## config.mk

```make
export PLATFORM = sky130hd
export DESIGN_NAME = fir_lane_serializer
export DESIGN_NICKNAME = d
export VERILOG_FILES = /design/src/rtl/fir_pkg.sv /design/src/rtl/fir_block_buf.sv /design/src/rtl/fir_lane_serializer.sv
export SDC_FILE = /design/constraint.sdc
export NUM_CORES = 1
export LEC_CHECK = 0
export ABC_AREA = 1
export CAP_MARGIN = 25
export CORE_ASPECT_RATIO = 1.1
export CORE_MARGIN = 2
export CORE_UTILIZATION = 35
export CTS_BUF_LIST = sky130_fd_sc_hd__clkbuf_16
export DETAILED_ROUTE_END_ITERATION = 7
export SLEW_MARGIN = 0
export SYNTH_ARGS = -nofsm -noshare
export SYNTH_HDL_FRONTEND = slang
export SYNTH_HIERARCHICAL = 1
export SYNTH_SLANG_ARGS = --single-unit
```

## constraint.sdc

```tcl
create_clock -name clk -period 16 [get_ports clk]
set_clock_uncertainty 0.2 [all_clocks]
set_input_delay 2.4 -clock clk [delete_from_list [all_inputs] [get_ports clk]]
set_output_delay 2.4 -clock clk [all_outputs]
set_load 0.02 [all_outputs]
```

## src/rtl/fir_pkg.sv

```systemverilog
// Shared definitions for the 8-parallel FIR output path.
`default_nettype none
package fir_pkg;
  localparam int FIR_DW    = 16;
  localparam int FIR_LANES = 8;

  typedef logic signed [FIR_DW-1:0]       fir_sample_t;
  typedef logic [$clog2(FIR_LANES)-1:0]   fir_lane_idx_t;

  // Occupancy of the two-entry block buffer
  typedef enum logic [1:0] {
    EMPTY = 2'd0,
    ONE   = 2'd1,
    FULL  = 2'd2
  } fir_cnt_e;
endpackage
`default_nettype wire

```

## src/rtl/fir_block_buf.sv

```systemverilog
// Two-entry ping-pong block store; read port picks one lane of the oldest block.
`default_nettype none
module fir_block_buf
  import fir_pkg::*;
#(
  parameter int DW    = FIR_DW,
  parameter int LANES = FIR_LANES,
  localparam int LW   = $clog2(LANES)
) (
  input  logic                clk,
  input  logic                rst,
  input  logic                wr_en_i,
  input  logic [LANES*DW-1:0] wr_data_i,
  input  logic                rd_adv_i,
  input  logic [LW-1:0]       lane_i,
  output logic [DW-1:0]       rd_data_o
);

  logic [LANES*DW-1:0] mem_q [2];
  logic                wr_ptr_q, wr_ptr_d;
  logic                rd_ptr_q, rd_ptr_d;

  always_comb begin
    wr_ptr_d = wr_en_i  ? ~wr_ptr_q : wr_ptr_q;
    rd_ptr_d = rd_adv_i ? ~rd_ptr_q : rd_ptr_q;
  end

  always_ff @(posedge clk) begin
    if (rst) begin
      wr_ptr_q <= 1'b0;
      rd_ptr_q <= 1'b0;
    end else begin
      wr_ptr_q <= wr_ptr_d;
      rd_ptr_q <= rd_ptr_d;
    end
  end

  // Storage needs no reset: contents are only visible once cnt says so
  always_ff @(posedge clk) begin
    if (!rst && wr_en_i) begin
      mem_q[wr_ptr_q] <= wr_data_i;
    end
  end

  assign rd_data_o = mem_q[rd_ptr_q][lane_i*DW +: DW];

endmodule
`default_nettype wire

```

## src/rtl/fir_lane_serializer.sv

```systemverilog
// Serialises 8-lane FIR result blocks into a 1-sample/clk stream, lane0 first.
`default_nettype none
module fir_lane_serializer
  import fir_pkg::*;
#(
  parameter int DW    = FIR_DW,
  parameter int LANES = FIR_LANES,
  localparam int LW   = $clog2(LANES)
) (
  input  logic                clk,
  input  logic                rst,
  input  logic                in_valid_i,
  output logic                in_ready_o,
  input  logic [LANES*DW-1:0] in_data_i,
  output logic                out_valid_o,
  input  logic                out_ready_i,
  output logic [DW-1:0]       out_data_o,
  output logic                out_first_o,
  output logic                out_last_o
);

  fir_cnt_e        cnt_q, cnt_d;
  logic [LW-1:0]   lane_q, lane_d;
  logic            w_accept;
  logic            w_pop;
  logic            w_lane_last;
  logic            w_retire;
  logic [DW-1:0]   w_rd_sample;

  // in_ready depends on registered state only, never on out_ready
  assign in_ready_o  = (cnt_q != FULL);
  assign out_valid_o = (cnt_q != EMPTY);
  assign w_accept    = in_valid_i & in_ready_o;
  assign w_lane_last = (lane_q == LW'(LANES - 1));
  assign w_pop       = out_valid_o & out_ready_i;
  assign w_retire    = w_pop & w_lane_last;

  fir_block_buf #(
    .DW    (DW),
    .LANES (LANES)
  ) u_buf (
    .clk       (clk),
    .rst       (rst),
    .wr_en_i   (w_accept),
    .wr_data_i (in_data_i),
    .rd_adv_i  (w_retire),
    .lane_i    (lane_q),
    .rd_data_o (w_rd_sample)
  );

  always_comb begin
    cnt_d  = cnt_q;
    lane_d = lane_q;
    if (w_pop) begin
      lane_d = w_lane_last ? '0 : lane_q + 1'b1;
    end
    case ({w_accept, w_retire})
      2'b10:   cnt_d = (cnt_q == EMPTY) ? ONE : FULL;
      2'b01:   cnt_d = (cnt_q == FULL)  ? ONE : EMPTY;
      default: cnt_d = cnt_q;
    endcase
  end

  always_ff @(posedge clk) begin
    if (rst) begin
      cnt_q  <= EMPTY;
      lane_q <= '0;
    end else begin
      cnt_q  <= cnt_d;
      lane_q <= lane_d;
    end
  end

  assign out_data_o  = out_valid_o ? w_rd_sample : '0;
  assign out_first_o = out_valid_o & (lane_q == '0);
  assign out_last_o  = out_valid_o & w_lane_last;

endmodule
`default_nettype wire

```

=== After elaboration in Yosys (flattened, before gate mapping) ===
Memory sizes are Yosys's and may differ from the RTL's. A register that Yosys moved wholly into a read port is not among the register bits.
Cells that the tools add are included.

* Word-level logic and storage cells: 34
* Bits in registers: 7
* Memories kept: 1
* Output and inout port bits: 20
* RAM bits: 256
* Input port bits: 132

{| class="wikitable"
|+ Memory list
! name !! depth !! width !! read ports !! clocked after Yosys merged registers in !! write ports !! RTL line !! source
|-
| u_buf.mem_q || 2 || 128 || 1 || 1 || 1 || fir_block_buf.sv:19 || <nowiki>logic [LANES*DW-1:0] mem_q [2];</nowiki>
|}

* Multiplexer cells: 9
* $add $sub $neg: 1
* Reduce and logical (&&, ||, !) cells: 6
* Equal/unequal tests: 5
* Shifts and indexed selects: 1
* Bitwise gates (word level): 7

{| class="wikitable"
|+ Operator list
! cell !! count
|-
| variable part select 128 x 8 -> 16 bit || 1
|-
| 2-to-1 mux 16 bit || 1
|-
| AND 1 bit || 5
|-
| 2-to-1 mux 1 bit || 5
|-
| equality test 2 bit, second input constant || 2
|-
| case mux 2 bit (2 select lines) || 1
|-
| nonzero test 2 bit || 2
|-
| adder 3 x 1 -> 3 bit, second input constant || 1
|-
| equality test 3 bit, second input constant || 1
|-
| zero test 3 bit || 1
|-
| 2-to-1 mux 3 bit || 1
|-
| equality test 2 x 1 -> 1 bit, second input constant || 1
|-
| zero test 2 bit || 1
|-
| 2-to-1 mux 2 bit || 1
|-
| inequality test 2 bit, second input constant || 1
|-
| inverter 1 bit || 2
|-
| logical AND 1 bit || 1
|-
| zero test 1 bit || 1
|}

=== Depth between registers and ports, before layout ===
* Word-level depth: 5
* Mapped depth: 11

=== Modules after synthesis ===
Netlist, hierarchy kept.

{| class="wikitable"
|+ By module, submodules not included
! module !! seq. area each (um^2) !! times used !! area an instance (um^2) !! cells an instance
|-
| fir_block_buf || 7747.4 || 1 || 11060.6 || 1044
|-
| fir_lane_serializer || 100.1 || 1 || 457.9 || 80
|}

=== Worst setup path before layout ===
OpenSTA, ideal clock, no wires.

* Kind: in2reg
* Start point: input port rst
* End point: memory u_buf/mem_q[1][0] in the netlist's numbering, enable pin
* Path slack: 3792 ps
* Required time: 15026 ps
* Arrival: 11234 ps
* Buffers on the path: 0
* Stages: 1
* Setup time: 774 ps
* Cell sequence: nor3_1

* Word-level cells in the longest chain between the ends: 4

{| class="wikitable"
|+ Ends and longest elaborated chain
! element !! RTL line !! source
|-
| start, declared || fir_lane_serializer.sv:11 || <nowiki>input logic rst,</nowiki>
|-
| zero test 1 bit || fir_block_buf.sv:40 || <nowiki>if (!rst && wr_en_i) begin</nowiki>
|-
| logical AND 1 bit || fir_block_buf.sv:40 ||
|-
| 2-to-1 mux 1 bit || fir_block_buf.sv:40 ||
|-
| 2-to-1 mux 1 bit (not written as such) || fir_block_buf.sv:41 || <nowiki>mem_q[wr_ptr_q] <= wr_data_i;</nowiki>
|-
| end, declared || fir_block_buf.sv:19 ||
|}

No other way between the ends.

==> out/qor.yml <==
final_layout:
  drive_above_1_share: 0.0467
  fillCellCount: 3052
  areaGrowthSynthToFinish_pct: 23.5
  post-route-util: 0.439
  antennaDiodeCount: 0
  fin_nets: 1401
  final_cell_mix: "nand2_1 (346), edfxtp_1 (256), inv_1 (224), nand3_1 (194), clkdlybuf4s50_1 (151)"
  mostFrequentLayoutCell: "nand2_1"
sta:
  fin_tns_setup_ns: 0
  rsz0062_at_grt: "false"
  period_needed_ns: 6.81
  worst_pin_slew_ns: 1.03
  clock.fmax_ghz: 0.147
  finalHoldViolCount: 0
  finalSetupViolations: 0
  max-slew-margin-rel: 0.312
  worst_slack_ns: 9.19
  layout_worst_path_cycle_share: 0.425
  drv_slew: 0
global_routing:
  grt_pass1_wl_mm: 44.6
  grt_max_degree: 97
  antenna_found_initial: 0
  grt.overflow.total: 0
  track_usage: 0.172
  grt_pass1_vias: 7853
synth:
  ys_top_cells_by_area: "edfxtp_1 (67%), nand2_1 (11%), nand3_1 (8.4%)"
  synth-seq-area-share: 0.681
  yosysTopAreaCellShare: 0.667
  synth-xor-area-share: 0.000760
  yosys.area.top_type: "edfxtp_1"
  synthesis.area_mm2: 0.0115
  synth_nets: 1260
  synth_compound_area_frac: 0.00380
  synth-simple-area-share: 0.208
  synth_cell_type_count: 21
  synth_area_per_cell_um2: 10.2
  synth_top_family_by_area: "simple AND/OR/NAND/NOR gates"
  ys_seq_elements: 264
  synthAdderAreaFrac: 0.00434
  synthMuxAreaShare: 0
  netlist_instances: 1124
  ys.warnings.count: 6
detailed_routing:
  first_iter_violations: 768
  avgRoutedWirePerCell_um: 17.5
  vias_per_cell: 4.69
  drc: 0
  vias: 8022
  wl_mm: 29.9
  antenna_left: 0
  drtPass1Iterations: 5
pwr:
  p_per_area_mw_per_mm2: 111
  peakVddDrop_v: 0.0000765
  power_leakage_nw: 5.96
worst_hold_path:
  hold_path_end: "u_buf/wr_ptr_q$_SDFFE_PP0P_"
  hold_depth: 2
  hp-class: "register to register"
  hp-start: "u_buf/wr_ptr_q$_SDFFE_PP0P_"
setup_path:
  r2r_start: "cnt_q[0]$_SDFFE_PP0P_"
  worstSetupStartpointType: "register"
  critPathArrivalTime_ns: 4.21
  required_ns: 13.40
  crit_fanout: 72
  r2r_slack_ns: 12.91
  crit_path_end_kind: "output port"
  worstReg2RegEnd: "u_buf/mem_q[0][103]$_DFFE_PP_"
  r2r_cells: 8
  path_class: "register to output port"
clock_network:
  clk_pin_slew_worst_paths_ns: 0.06
  cts.sinks: 264
  cts.path.max_buffers: 3
  insertion_delay_ns: 0.54
  cts-root-buf: "clkbuf_16"
  cts_tree: "yes"
  numCtsBuffers: 29
  cts.htree.levels: 1
  cts_hold_buf: 0
  post_cts_resized: 0
  post-cts-setup-buffer-count: 0
placement:
  portBuffers: 151
  dpl.hpwl_mm: 19.3
  place_congestion: 0.784
  dp_slack_ns: 9.76
floorplan:
  die_w_um: 177
  core-area_mm2: 0.0324
  io_pins: 152
  initial_utilization: 0.356
  die_h_um: 194
  die_area_mm2: 0.0344
  rows: 69
run:
  maxCapViolCount: 0
run_status:
  outcome: "finished, final reports clean"
synthesized netlist by cell type:
library cell / number
a21oi_1: 4
a21oi_2: 1
buf_1: 1
buf_2: 20
buf_4: 20
buf_6: 4
clkbuf_1: 8
dfxtp_1: 8
edfxtp_1: 256
ha_1: 4
inv_1: 222
inv_2: 2
nand2_1: 346
nand2_2: 2
nand3_1: 194
nor2_1: 25
nor2_2: 1
nor2_4: 1
nor3_1: 1
o21ai_0: 3
xnor2_1: 1
flip-flops by register name (all words and copies together), names as in the netlist, named ones only:
| signal | flops |
|---|---|
| cnt_q | 2 |
| u_buf/wr_ptr_q | 1 |
| u_buf/mem_q | 256 |
| lane_q | 3 |
| u_buf/rd_ptr_q | 1 |
metrics by stage:
| stage | hold slack (ns) | total power, mW | cells | cell area, um2 |
|---|---|---|---|---|
| finish | 0.268 | 1.58 | 1710 | 14200 |
| global route | 0.311 | 1.63 | 1710 | 14200 |
| CTS | 0.269 | 1.59 | 1709 | 14200 |
| detailed placement | 0.260 | 0.992 | 1659 | 13400 |
| global placement | 0.249 | 0.987 | 1658 | 13300 |
| floorplan | 0.237 | 0.902 | 1124 | 11500 |
worst max path at each step:
stage / from / slack [ns] / cells after the start / endpoint
3_3_place_gp: register / 9.71 / 10 / out_data_o[10]
6_report: register / 9.19 / 11 / out_data_o[10]
2_1_floorplan: rst / 3.79 / 1 / u_buf/mem_q[1][0]$_DFFE_PP_
4_1_cts: register / 9.17 / 10 / out_data_o[9]
3_5_place_dp: register / 9.76 / 10 / out_data_o[9]
5_1_grt: register / 8.91 / 11 / out_data_o[10]
layout make-up:
class,count,area [um2],share of cell area
clock buffer,29,726,0.0510
clock inverter,21,120,0.00844
inverter,224,842,0.0592
multi-input combinational,583,2510,0.177
sequential,264,7850,0.552
tap,426,533,0.0375
timing repair buffer,163,1640,0.115
power breakdown:
part | switching, mW | internal [mW]
Sequential | 0.00850 | 0.791
Combinational | 0.107 | 0.0708
Clock | 0.258 | 0.341
cell families after synthesis:
family                     Yosys count
adders and majority gates            4
buffers and inverters              277
and+or+nand+nor                    570
AOI/OAI and AO/OA                    8
xor gates and xnor gates             1
DFF                                264
worst max-delay path, stage by stage (launching register included):
cell and delay [ns]:
dfxtp_4 0.77, clkinv_2 0.60, buf_4 0.42, buf_16 0.24
nand2_1 0.11, nand3_1 0.08, nand3_1 0.18, nand3_1 0.16
nand2_1 0.12, inv_1 0.04, nor2_1 0.20, clkdlybuf4s50_1 0.65
layer usage:
layer | GRT usage | wire length, um | part of all wire
met2 | 0.292 | 14700 | 0.49
met3 | 0.0382 | 2160 | 0.072
met4 | 0.0554 | 924 | 0.031
met1 | 0.216 | 12100 | 0.41
met5 | 0 | 0 | 0
No activity file was read; power rests on OpenSTA's default activity.
